==> config.mk <==
export PLATFORM = sky130hd
export DESIGN_NAME = mips_cpu_bus_arbiter
export DESIGN_NICKNAME = d
export VERILOG_FILES = /design/src/rtl/mips_cpu_bus_pkg.sv /design/src/rtl/mips_cpu_bus_arbiter.sv
export SDC_FILE = /design/constraint.sdc
export NUM_CORES = 1
export LEC_CHECK = 0
export BUFFER_PORTS_ARGS = -buffer_cell sky130_fd_sc_hd__clkbuf_2
export CELL_PAD_IN_SITES_DETAIL_PLACEMENT = 1
export CELL_PAD_IN_SITES_GLOBAL_PLACEMENT = 2
export CORE_UTILIZATION = 27
export CTS_CLUSTER_SIZE = 28
export DETAILED_ROUTE_END_ITERATION = 8
export GPL_TIMING_DRIVEN = 0
export PLACE_DENSITY_LB_ADDON = 0.2
export SLEW_MARGIN = 20
export SYNTH_ARGS = -nofsm -noshare
export SYNTH_HDL_FRONTEND = slang
export SYNTH_SLANG_ARGS = --single-unit
==> constraint.sdc <==
create_clock -name clk -period 4.42 [get_ports clk]
set_input_delay 0.442 -clock clk [delete_from_list [all_inputs] [get_ports clk]]
set_output_delay 0.442 -clock clk [all_outputs]
set_load 0.1 [all_outputs]
==> src/rtl/mips_cpu_bus_pkg.sv <==
// Shared types and constants for the mips_cpu_bus memory-side logic.
package mips_cpu_bus_pkg;

  localparam int unsigned DATA_W = 32;
  localparam int unsigned BE_W   = 4;

  typedef enum logic [1:0] {
    IDLE = 2'd0,
    BUSY = 2'd1,
    RESP = 2'd2
  } arb_state_t;

  typedef enum logic {
    GRANT_IF   = 1'b0,
    GRANT_DATA = 1'b1
  } grant_t;

  localparam logic [DATA_W-1:0] RESET_VECTOR = 32'hBFC00000;

endpackage

==> src/rtl/mips_cpu_bus_arbiter.sv <==
// Round-robin arbiter sharing one Avalon-style master port between
// instruction fetch and data access, with a sticky stall-timeout flag.
module mips_cpu_bus_arbiter
  import mips_cpu_bus_pkg::*;
#(
  parameter int unsigned WAIT_TIMEOUT = 1023,
  parameter int unsigned TO_WIDTH     = 10
) (
  input  logic              clk,
  input  logic              reset,
  input  logic              if_req,
  input  logic [DATA_W-1:0] if_addr,
  output logic              if_ack,
  output logic [DATA_W-1:0] if_rdata,
  input  logic              d_req,
  input  logic              d_write,
  input  logic [DATA_W-1:0] d_addr,
  input  logic [DATA_W-1:0] d_wdata,
  input  logic [BE_W-1:0]   d_byteenable,
  output logic              d_ack,
  output logic [DATA_W-1:0] d_rdata,
  output logic [DATA_W-1:0] address,
  output logic              write,
  output logic              read,
  input  logic              waitrequest,
  output logic [DATA_W-1:0] writedata,
  output logic [BE_W-1:0]   byteenable,
  input  logic [DATA_W-1:0] readdata,
  output logic              bus_error
);

  arb_state_t            state_q, state_d;
  grant_t                grant_q, grant_d;
  grant_t                last_grant_q, last_grant_d;
  grant_t                win;
  logic [DATA_W-1:0]     address_q, address_d;
  logic [DATA_W-1:0]     writedata_q, writedata_d;
  logic [BE_W-1:0]       byteenable_q, byteenable_d;
  logic                  read_q, read_d;
  logic                  write_q, write_d;
  logic                  if_ack_q, if_ack_d;
  logic                  d_ack_q, d_ack_d;
  logic [DATA_W-1:0]     if_rdata_q, if_rdata_d;
  logic [DATA_W-1:0]     d_rdata_q, d_rdata_d;
  logic                  bus_error_q, bus_error_d;
  logic [TO_WIDTH-1:0]   stall_cnt_q, stall_cnt_d;
  logic                  timeout_hit;

  // Contested requests go to whichever port did not win last time.
  always_comb begin
    win = GRANT_IF;
    if (if_req && d_req) begin
      win = (last_grant_q == GRANT_IF) ? GRANT_DATA : GRANT_IF;
    end else if (d_req) begin
      win = GRANT_DATA;
    end
  end

  // This stall cycle is the one that brings the count up to the limit.
  assign timeout_hit = (WAIT_TIMEOUT != 0) &&
                       (stall_cnt_q >= TO_WIDTH'(WAIT_TIMEOUT - 1));

  always_comb begin
    state_d      = state_q;
    grant_d      = grant_q;
    last_grant_d = last_grant_q;
    address_d    = address_q;
    writedata_d  = writedata_q;
    byteenable_d = byteenable_q;
    read_d       = read_q;
    write_d      = write_q;
    if_ack_d     = 1'b0;
    d_ack_d      = 1'b0;
    if_rdata_d   = if_rdata_q;
    d_rdata_d    = d_rdata_q;
    bus_error_d  = bus_error_q;
    stall_cnt_d  = stall_cnt_q;

    unique case (state_q)
      IDLE: begin
        read_d  = 1'b0;
        write_d = 1'b0;
        if (if_req || d_req) begin
          grant_d     = win;
          stall_cnt_d = '0;
          state_d     = BUSY;
          if (win == GRANT_IF) begin
            address_d    = if_addr;
            read_d       = 1'b1;
            byteenable_d = '1;
            writedata_d  = '0;
          end else begin
            address_d    = d_addr;
            read_d       = !d_write;
            write_d      = d_write;
            byteenable_d = d_byteenable;
            writedata_d  = d_wdata;
          end
        end
      end

      BUSY: begin
        if (waitrequest) begin
          if (stall_cnt_q < TO_WIDTH'(WAIT_TIMEOUT)) begin
            stall_cnt_d = stall_cnt_q + TO_WIDTH'(1);
          end
          if (timeout_hit) begin
            bus_error_d = 1'b1;
          end
        end else begin
          read_d       = 1'b0;
          write_d      = 1'b0;
          last_grant_d = grant_q;
          state_d      = RESP;
          if (grant_q == GRANT_IF) begin
            if_ack_d   = 1'b1;
            if_rdata_d = readdata;
          end else begin
            d_ack_d = 1'b1;
            if (read_q) begin
              d_rdata_d = readdata;
            end
          end
        end
      end

      RESP: begin
        state_d = IDLE;
      end

      default: begin
        state_d = IDLE;
      end
    endcase
  end

  always_ff @(posedge clk or posedge reset) begin
    if (reset) begin
      state_q      <= IDLE;
      grant_q      <= GRANT_IF;
      last_grant_q <= GRANT_DATA;
      address_q    <= '0;
      writedata_q  <= '0;
      byteenable_q <= '0;
      read_q       <= 1'b0;
      write_q      <= 1'b0;
      if_ack_q     <= 1'b0;
      d_ack_q      <= 1'b0;
      if_rdata_q   <= '0;
      d_rdata_q    <= '0;
      bus_error_q  <= 1'b0;
      stall_cnt_q  <= '0;
    end else begin
      state_q      <= state_d;
      grant_q      <= grant_d;
      last_grant_q <= last_grant_d;
      address_q    <= address_d;
      writedata_q  <= writedata_d;
      byteenable_q <= byteenable_d;
      read_q       <= read_d;
      write_q      <= write_d;
      if_ack_q     <= if_ack_d;
      d_ack_q      <= d_ack_d;
      if_rdata_q   <= if_rdata_d;
      d_rdata_q    <= d_rdata_d;
      bus_error_q  <= bus_error_d;
      stall_cnt_q  <= stall_cnt_d;
    end
  end

  assign address    = address_q;
  assign writedata  = writedata_q;
  assign byteenable = byteenable_q;
  assign read       = read_q;
  assign write      = write_q;
  assign if_ack     = if_ack_q;
  assign d_ack      = d_ack_q;
  assign if_rdata   = if_rdata_q;
  assign d_rdata    = d_rdata_q;
  assign bus_error  = bus_error_q;

endmodule

==> results_dict.tcl <==
set metrics [dict create \
    hold_buffers 0 \
    htree_levels 4 \
    rows 55 \
    place_hpwl_mm 14.2 \
    crit_path_end_kind "register" \
    ys_warn_count 0 \
    grt_max_degree 36 \
    dieArea_mm2 0.0237 \
    postPlaceCellArea_mm2 0.00806 \
    viasPerCell 4.57 \
    cts_tree "built" \
    synth_nets 591 \
    wire_per_inst_um 17.3 \
    cts.sinks 151 \
    postSynth.asyncResetShare_pct 100 \
    hold_class "in2async" \
    nets 889 \
    initialDrtViolationCount 170 \
    initial_core_util_pct 27.5 \
    period_needed_ns 2.02 \
    place_congestion 0.783 \
    grt_antenna_before_repair 0 \
    synth_seq_cells 151 \
    dr.pass1.iters 4 \
    outcome "completed" \
    worstMarginPinSlew_ns 0.609 \
    grt_pass1_wl_mm 29.3 \
    cp-startpoint "stall_cnt_q[1]" \
    crit_arrival_ns 2.33 \
    path_clk_slew_ns 0.06 \
    area_delta_synth_final_pct 38.3 \
    min_period_over_period_pct 45.7 \
    synth_common_cells "dfrtp_1 (150), nand2_1 (42), a22o_1 (34)" \
    rsz0062_at_grt "no" \
    final_cell_area_mm2 0.00861 \
    max_freq_ghz 0.495 \
    core_area_mm2 0.0226 \
    grtUsageTotal_pct 16.2 \
    synth_cell_type_count 43 \
    layout-drive-gt1-share_pct 51.3 \
    cts-root-buf "clkbuf_16" \
    syn_avg_cell_area_um2 13.8 \
    routed_wl_mm 18.1 \
    fillers 2524 \
    synth_top_area_share_pct 60.3 \
    synth_flop_cell "dfrtp_1" \
    setup_viol 0 \
    slew_headroom_pct 59.6 \
    clkLatencyLatePin_ns 0.43 \
    syn-cell-area_mm2 0.00622 \
    dieHeight_um 154 \
    clock_path_buffers 2 \
    max-cap-violations 0 \
    syn_inst 451 \
    finalSetupTns_ns 0 \
    finalHoldViolCount 0 \
    vias 4790 \
    cp_max_fo 7 \
    r2r_start "stall_cnt_q[1]" \
    antenna_cells 0 \
    yosysMostFrequentCell "dfrtp_1" \
    critPathKind "reg2reg" \
    cts.repair.resized 0 \
    drc_errors 0 \
    ios 275 \
    cts-buffers-inserted 17 \
    port_buffers 274 \
    grt_remaining_overflow 0 \
    synth-seq-area-share_pct 60.7 \
    cts_setup_buffers 0 \
    final_antenna_net_count 0 \
    synth_edf_count 0 \
    crit_required_ns 4.73 \
    yosys-top-cells-area "dfrtp_1 (60%), mux2_4 (7.5%), mux2i_1 (5.1%)" \
    yosys.area.top_type "dfrtp_1" \
    grt_pass1_vias 5157 \
    crit_path_start_kind "register" \
    skew_ns 0.0118 \
    die_w_um 154 \
    finalMaxSlewViolations 0 \
]
==> cells by family after synthesis <==
family	count (synthesis)	share of synthesized area, %
fa+ha+maj	2	0.402
compound gates	95	10.9
flops	151	60.7
mux	98	19.0
simple gates	76	6.35
buf+inv	29	2.59
==> metal layers <==
| metal | vias to the layer above | track usage (%) | part of all wire, % |
|---|---|---|---|
| met2 | 199 | 26.7 | 48 |
| met1 | 2344 | 19.4 | 42 |
| li1 | 2227 | - | - |
| met5 | - | 0 | 0 |
| met4 | 0 | 5.24 | 1.3 |
| met3 | 20 | 6.14 | 8.2 |
==> per-stage QoR <==
step                utilization, %  cells  setup slack (ns)  hold slack (ns)
floorplan                        -    451              2.08            0.510
global placement              35.1   1010              1.10            0.448
detailed placement            35.6   1015              2.41            0.457
CTS                           38.0   1047              2.40           0.0351
global route                  38.0   1047              2.26           0.0596
finish                        38.0   1047              2.40           0.0468
==> path summary, 6_finish.rpt <==
path	to	slack [ns]	cells past startpoint
worst min-delay path	if_rdata[28]	0.05	2
worst min register to register	bus_error	0.46	2
max in group asynchronous	writedata[8]	3.42	5
worst max register to register	stall_cnt_q[1]	2.40	5
min in group clk	writedata[16]	0.23	2
worst max-delay path	stall_cnt_q[1]	2.40	5
==> worst max-delay path, stage by stage (launching register included) <==
cell     delay [ns]
dfrtp_1        0.46
ha_1           0.31
and4_1         0.31
nand3_1        0.19
o21ai_2        0.31
mux2_4         0.33
==> cell type report <==
| class | instances | area [um^2] | share of cell area (%) |
|---|---|---|---|
| plain buffers | 25 | 146 | 1.70 |
| clock buffers | 18 | 429 | 4.99 |
| clock inverters | 14 | 118 | 1.37 |
| inverters | 4 | 18.8 | 0.218 |
| multi-input cells | 271 | 2280 | 26.5 |
| flip-flops and latches | 151 | 3780 | 43.9 |
| well taps | 285 | 357 | 4.14 |
| repair buffers | 279 | 1480 | 17.2 |
==> layout by cell type (no fill, tap or decap), drive strengths merged, types with 3 or more instances in the layout <==
cell type and n:
nor2 7, inv 10, nand2 43, and2 4, dfrtp 150, mux2i 32, buf 24, mux2 66
nor2b 3, clkbuf 298, o211ai 4, a21o 3, o21ai 35, nor3 4, a22o 34, o22a 5
clkinvlp 6, nand3 6, a21oi 4
==> flip-flops by register name, summed over array words and instances, names as in the netlist, 2 cells and up <==
signal and count:
address 32, byteenable 4, d_rdata 32, if_rdata 32
stall_cnt_q 10, state_q 2, writedata 32
Power is left out: the tool's default activity adds up to more than one toggle a clock period on the data nets, which glitch-free logic cannot reach.
